`src/rtl/inst_fetch_pkg.sv`:
```
// Shared fetch-stage definitions: bus widths, chip-enable levels, reset PC,
// BRANCH opcode, queue entry layout and the B-type immediate decoder.
package inst_fetch_pkg;

    localparam int unsigned INST_ADDR_W = 32;
    localparam int unsigned INST_W      = 32;

    localparam logic CHIP_ENABLE  = 1'b1;
    localparam logic CHIP_DISABLE = 1'b0;

    localparam logic [INST_ADDR_W-1:0] RESET_PC   = '0;
    localparam logic [6:0]             OPC_BRANCH = 7'b1100011;

    typedef struct packed {
        logic [INST_ADDR_W-1:0] pc;
        logic [INST_W-1:0]      inst;
        logic                   pred;
    } fetch_entry_t;

    function automatic logic [INST_ADDR_W-1:0] b_imm(input logic [INST_W-1:0] inst);
        return {{20{inst[31]}}, inst[7], inst[30:25], inst[11:8], 1'b0};
    endfunction

endpackage

```
`src/rtl/inst_fetch_queue.sv`:
```
// Two-entry fetch queue (fetch_queue): entry 0 is always the head, entry 1 the tail.
module fetch_queue
    import inst_fetch_pkg::*;
(
    input  logic         clk,
    input  logic         rst,
    input  logic         i_flush,
    input  logic         i_push,
    input  logic         i_pop,
    input  fetch_entry_t i_data,
    output fetch_entry_t o_head,
    output logic [1:0]   o_count
);

    fetch_entry_t r_ent0;
    fetch_entry_t r_ent1;
    logic [1:0]   r_count;

    // Push into a full queue only happens together with a pop (gated upstream).
    always_ff @(posedge clk or negedge rst) begin
        if (!rst) begin
            r_ent0  <= '0;
            r_ent1  <= '0;
            r_count <= '0;
        end else if (i_flush) begin
            r_count <= '0;
        end else begin
            case ({i_push, i_pop})
                2'b10: begin
                    if (r_count == 2'd0) r_ent0 <= i_data;
                    else                 r_ent1 <= i_data;
                    r_count <= r_count + 2'd1;
                end
                2'b01: begin
                    r_ent0  <= r_ent1;
                    r_count <= r_count - 2'd1;
                end
                2'b11: begin
                    if (r_count == 2'd2) begin
                        r_ent0 <= r_ent1;
                        r_ent1 <= i_data;
                    end else begin
                        r_ent0 <= i_data;
                    end
                end
                default: ;
            endcase
        end
    end

    assign o_head  = r_ent0;
    assign o_count = r_count;

endmodule

```
`src/rtl/inst_fetch.sv`:
```
// Instruction fetch stage: PC register, ROM interface and 2-entry queue toward decode.
// Optional static backward-taken predictor enabled by macro STATIC_BTFN_PREDICT_EN.
module inst_fetch
    import inst_fetch_pkg::*;
(
    input  logic                   clk,
    input  logic                   rst,
    output logic                   rom_ce_o,
    output logic [INST_ADDR_W-1:0] rom_addr_o,
    input  logic [INST_W-1:0]      rom_inst_i,
    input  logic                   jump_i,
    input  logic [INST_ADDR_W-1:0] jump_addr_i,
    output logic                   if_valid_o,
    input  logic                   id_ready_i,
    output logic [INST_ADDR_W-1:0] if_pc_o,
    output logic [INST_W-1:0]      if_inst_o,
    output logic                   if_pred_taken_o
);

    logic [INST_ADDR_W-1:0] r_pc;
    logic [INST_ADDR_W-1:0] w_next_pc;
    logic [INST_ADDR_W-1:0] w_jump_target;
    logic [1:0]             w_count;
    logic                   w_pop;
    logic                   w_push;
    logic                   w_pred;
    fetch_entry_t           w_head;
    fetch_entry_t           w_new;

    assign if_valid_o = (w_count != 2'd0) && !jump_i;
    assign w_pop      = if_valid_o && id_ready_i;
    assign rom_ce_o   = (rst && !jump_i && ((w_count != 2'd2) || w_pop)) ? CHIP_ENABLE : CHIP_DISABLE;
    assign w_push     = (rom_ce_o == CHIP_ENABLE);
    assign rom_addr_o = r_pc;

    assign w_jump_target = jump_addr_i & ~32'h3;

`ifdef STATIC_BTFN_PREDICT_EN
    assign w_pred    = (rom_inst_i[6:0] == OPC_BRANCH) && rom_inst_i[31];
    // Target is re-aligned so the ROM address stays word-aligned.
    assign w_next_pc = w_pred ? ((r_pc + b_imm(rom_inst_i)) & ~32'h3) : (r_pc + 32'd4);
`else
    assign w_pred    = 1'b0;
    assign w_next_pc = r_pc + 32'd4;
`endif

    always_ff @(posedge clk or negedge rst) begin
        if (!rst) begin
            r_pc <= RESET_PC;
        end else if (jump_i) begin
            r_pc <= w_jump_target;
        end else if (w_push) begin
            r_pc <= w_next_pc;
        end
    end

    assign w_new = '{pc: r_pc, inst: rom_inst_i, pred: w_pred};

    fetch_queue u_queue (
        .clk     (clk),
        .rst     (rst),
        .i_flush (jump_i),
        .i_push  (w_push),
        .i_pop   (w_pop),
        .i_data  (w_new),
        .o_head  (w_head),
        .o_count (w_count)
    );

    assign if_pc_o         = w_head.pc;
    assign if_inst_o       = w_head.inst;
    assign if_pred_taken_o = w_head.pred;

endmodule
```
`config.mk`:
```
export PLATFORM = sky130hd
export DESIGN_NAME = inst_fetch
export DESIGN_NICKNAME = d
export VERILOG_FILES = /design/src/rtl/inst_fetch_pkg.sv /design/src/rtl/inst_fetch_queue.sv /design/src/rtl/inst_fetch.sv
export SDC_FILE = /design/constraint.sdc
export NUM_CORES = 1
export LEC_CHECK = 0
export ABC_AREA = 1
export BUFFER_PORTS_ARGS = -buffer_cell sky130_fd_sc_hd__buf_4
export CORE_ASPECT_RATIO = 1.2
export CORE_MARGIN = 4
export CORE_UTILIZATION = 30
export DETAILED_ROUTE_END_ITERATION = 10
export PLACE_DENSITY_LB_ADDON = 0.1
export SLEW_MARGIN = 10
export SYNTH_ARGS = -nofsm -noshare
export SYNTH_HDL_FRONTEND = slang
export SYNTH_SLANG_ARGS = --single-unit
```
`constraint.sdc`:
```
create_clock -name clk -period 1.5 [get_ports clk]
set_input_delay 0.3 -clock clk [delete_from_list [all_inputs] [get_ports clk]]
set_output_delay 0.3 -clock clk [all_outputs]
set_load 0.02 [all_outputs]
```
==> flow_summary.yaml <==
detailed_routing:
  wl_um: 31000
  vias_per_cell: 4.91
  ant_nets: 0
  routedWlPerCell_um: 19.0
  drtIter0Drc: 581
  drc: 0
  vias: 8012
  first_pass_iters: 5
setup_path:
  crit_required_ns: 1.20
  endpoint_kind: "primary output"
  cp-start-kind: "flop"
  critPathArrivalTime_ns: 1.39
  worst-setup-path-type: "reg -> out"
  crit_fanout: 3
layout:
  regArea_sq_um: 3940
  area_delta_synth_final_pct: 57.5
  drive_above_1_share: 0.342
  n_fill_cell: 2515
  finish.utilization: 0.481
  nets: 1357
  antennaDiodeCount: 0
  multiInputGateArea_sq_um: 3850
clock_tree:
  cts_max_path_buffers: 2
  cts_sinks: 157
  clk_pin_slew_ns: 0.08
  cts.htree.levels: 4
  cts_buffers: 17
  root_buffer: "clkbuf_16"
  clk_latency_ns: 0.43
  tritoncts: "built"
sta:
  fin_crit_sh: 1.13
  clock.fmax_mhz: 590
  setup_viol: 154
  fin_setup_tns_ns: -17.95
  layout_min_cycle_time_ns: 1.69
  timing.final.ws_setup_ns: -0.194
  finClkSkew_ns: 0.0165
  maxSlewViolCount: 0
  finalHoldViolations: 0
  rsz0062_at_grt: "true"
  timing.hold.ws_ns: 0.0876
pwr:
  total_power_uw: 17800
  p_per_area_nw_per_um2: 1440
  leakagePower_uw: 0.00586
  ir_worst_vdd_mv: 0.724
outcome:
  status: "finished with violations"
  violations: "negative setup slack"
logic_synthesis:
  ys_ff_latch: 157
  syn-mean-instance-area_sq_um: 7.70
  yosysSeqAreaShare: 0.503
  ys_warn_count: 0
  synthesis.area_sq_um: 7820
  synthCells: 1015
  ys_types: 29
floorplan:
  initial_utilization: 0.305
  fp.dieH_um: 185
  ioPinCount: 167
  die-area_sq_um: 28700
  core_sq_um: 25600
  die_w_um: 155
  rows: 64
place:
  place_congestion: 0.825
  port_buffers: 161
  pre_cts_slack_ns: -0.0921
  dp_hpwl_um: 17500
job:
  drv_cap: 0
global_route:
  grt_pass1_wl_um: 43500
  grt_pass1_vias: 7459
  antenna_found_initial: 0
  grt_start_max_net_pins: 87
  grt-ovfl-total: 0
  track_usage: 0.195
min_path:
  hold_path_class: "in -> reg"
==> cells in the final DEF (no fill, tap or decap), drive strengths merged, types with 2 or more instances in the layout <==
cell / count
nand4: 17
clkinvlp: 5
xor2: 3
inv: 49
o21ai: 2
clkinv: 3
a31oi: 62
o21bai: 8
and2: 2
buf: 304
xnor2: 4
conb: 3
clkbuf: 33
nand3: 179
dfrtp: 157
nand2: 359
nor2: 105
==> cell type report <==
| type | count | area share |
|---|---|---|
| clock inverter | 12 | 0.00823 |
| timing repair buffer | 318 | 0.275 |
| clock buffer | 20 | 0.0371 |
| tap | 330 | 0.0335 |
| sequential | 157 | 0.320 |
| inverter | 45 | 0.0139 |
| multi-input combinational | 749 | 0.313 |
==> kinds of logic after synthesis <==
| family | count (synthesis) | share of synthesized area |
|---|---|---|
| other | 1 | 0.000480 |
| AOI/OAI and AO/OA | 74 | 0.0610 |
| adders and majority gates | 1 | 0.00160 |
| DFF | 157 | 0.503 |
| buffers and inverters | 113 | 0.0692 |
| xor gates and xnor gates | 7 | 0.00784 |
| and+or+nand+nor | 662 | 0.357 |
==> synthesized netlist by cell type <==
cell type | number | share of area
o21bai_1 | 8 | 0.0077
conb_1 | 1 | 0.00048
nor2_2 | 1 | 0.00080
o21ai_0 | 1 | 0.00064
o21a_1 | 1 | 0.00096
dfrtp_1 | 157 | 0.50
buf_4 | 21 | 0.020
nand4_1 | 17 | 0.014
o21ai_2 | 1 | 0.0011
buf_2 | 30 | 0.019
nor3_2 | 1 | 0.0013
and2_1 | 2 | 0.0016
ha_1 | 1 | 0.0016
xnor2_1 | 4 | 0.0045
nand2_1 | 354 | 0.17
o211ai_1 | 1 | 0.00096
nand3_2 | 1 | 0.0013
nand2_2 | 2 | 0.0016
clkbuf_1 | 17 | 0.0082
xor2_1 | 3 | 0.0034
nor2_4 | 1 | 0.0014
nor2_1 | 103 | 0.049
inv_2 | 2 | 0.00096
a31oi_1 | 62 | 0.050
clkinv_1 | 1 | 0.00048
nand3_1 | 178 | 0.11
or2_2 | 1 | 0.00080
nand2_4 | 1 | 0.0014
inv_1 | 42 | 0.020
==> report_power, final <==
part           total, uW  switching [uW]  internal [uW]
logic               7090            3860           3230
registers           6430             849           5590
clock network       4240            2000           2250
total              17800            6710          11100
==> flip-flops by register name, summed over array words and instances, names as in the netlist <==
register,flops
u_queue.r_ent1,62
u_queue.o_head,63
rom_addr_o,30
u_queue.o_count,2
==> worst max-delay path, stage by stage (launching register included) <==
cell	delay (ns)
dfrtp_1	0.42
nor2_4	0.08
nor2_4	0.12
nand3_4	0.11
o21ai_4	0.10
buf_6	0.15
==> routing by layer <==
layer	track usage	part of all wire	up-vias
li1	-	-	3892
met1	0.265	0.45	3872
met2	0.331	0.50	226
met3	0.0301	0.045	22
met4	0.0406	0.012	0
met5	0	0	-
==> path summary, 6_finish.rpt <==
check | from | depth (start not counted) | slack (ns) | endpoint
worst min-delay path | jump_addr_i[14] | 3 | 0.09 | rom_addr_o[14]$_DFFE_PN0P_
min in group asynchronous | rst | 3 | 0.67 | rom_addr_o[2]$_DFFE_PN0P_
worst max register to register | u_queue.o_count[0]$_DFFE_PN0P_ | 10 | -0.19 | u_queue.o_head[26]$_DFFE_PN0P_
worst max-delay path | u_queue.o_count[0]$_DFFE_PN0P_ | 5 | -0.19 | rom_ce_o
worst min register to register | u_queue.r_ent1[6]$_DFFE_PN0P_ | 2 | 0.47 | u_queue.r_ent1[6]$_DFFE_PN0P_
max in group asynchronous | rst | 4 | 0.31 | u_queue.o_head[5]$_DFFE_PN0P_
==> through the flow <==
stage / instances / area, sq um
final: 1631 / 12300
after global placement: 1536 / 10100
after detailed placement: 1536 / 10100
after floorplan: 1017 / 7860
after global routing: 1631 / 12300
after CTS: 1592 / 11300
==> what timing repair did <==
action	4_1_cts	5_1_grt
buffers inserted	9	23
pin swaps	46	23
setup endpoints to repair	125	237
hold endpoints to repair	8	0
hold buffers	1	0
gates cloned	14	18
gates resized for setup	49	111
Note: power is estimated with default switching activity, not from simulation.
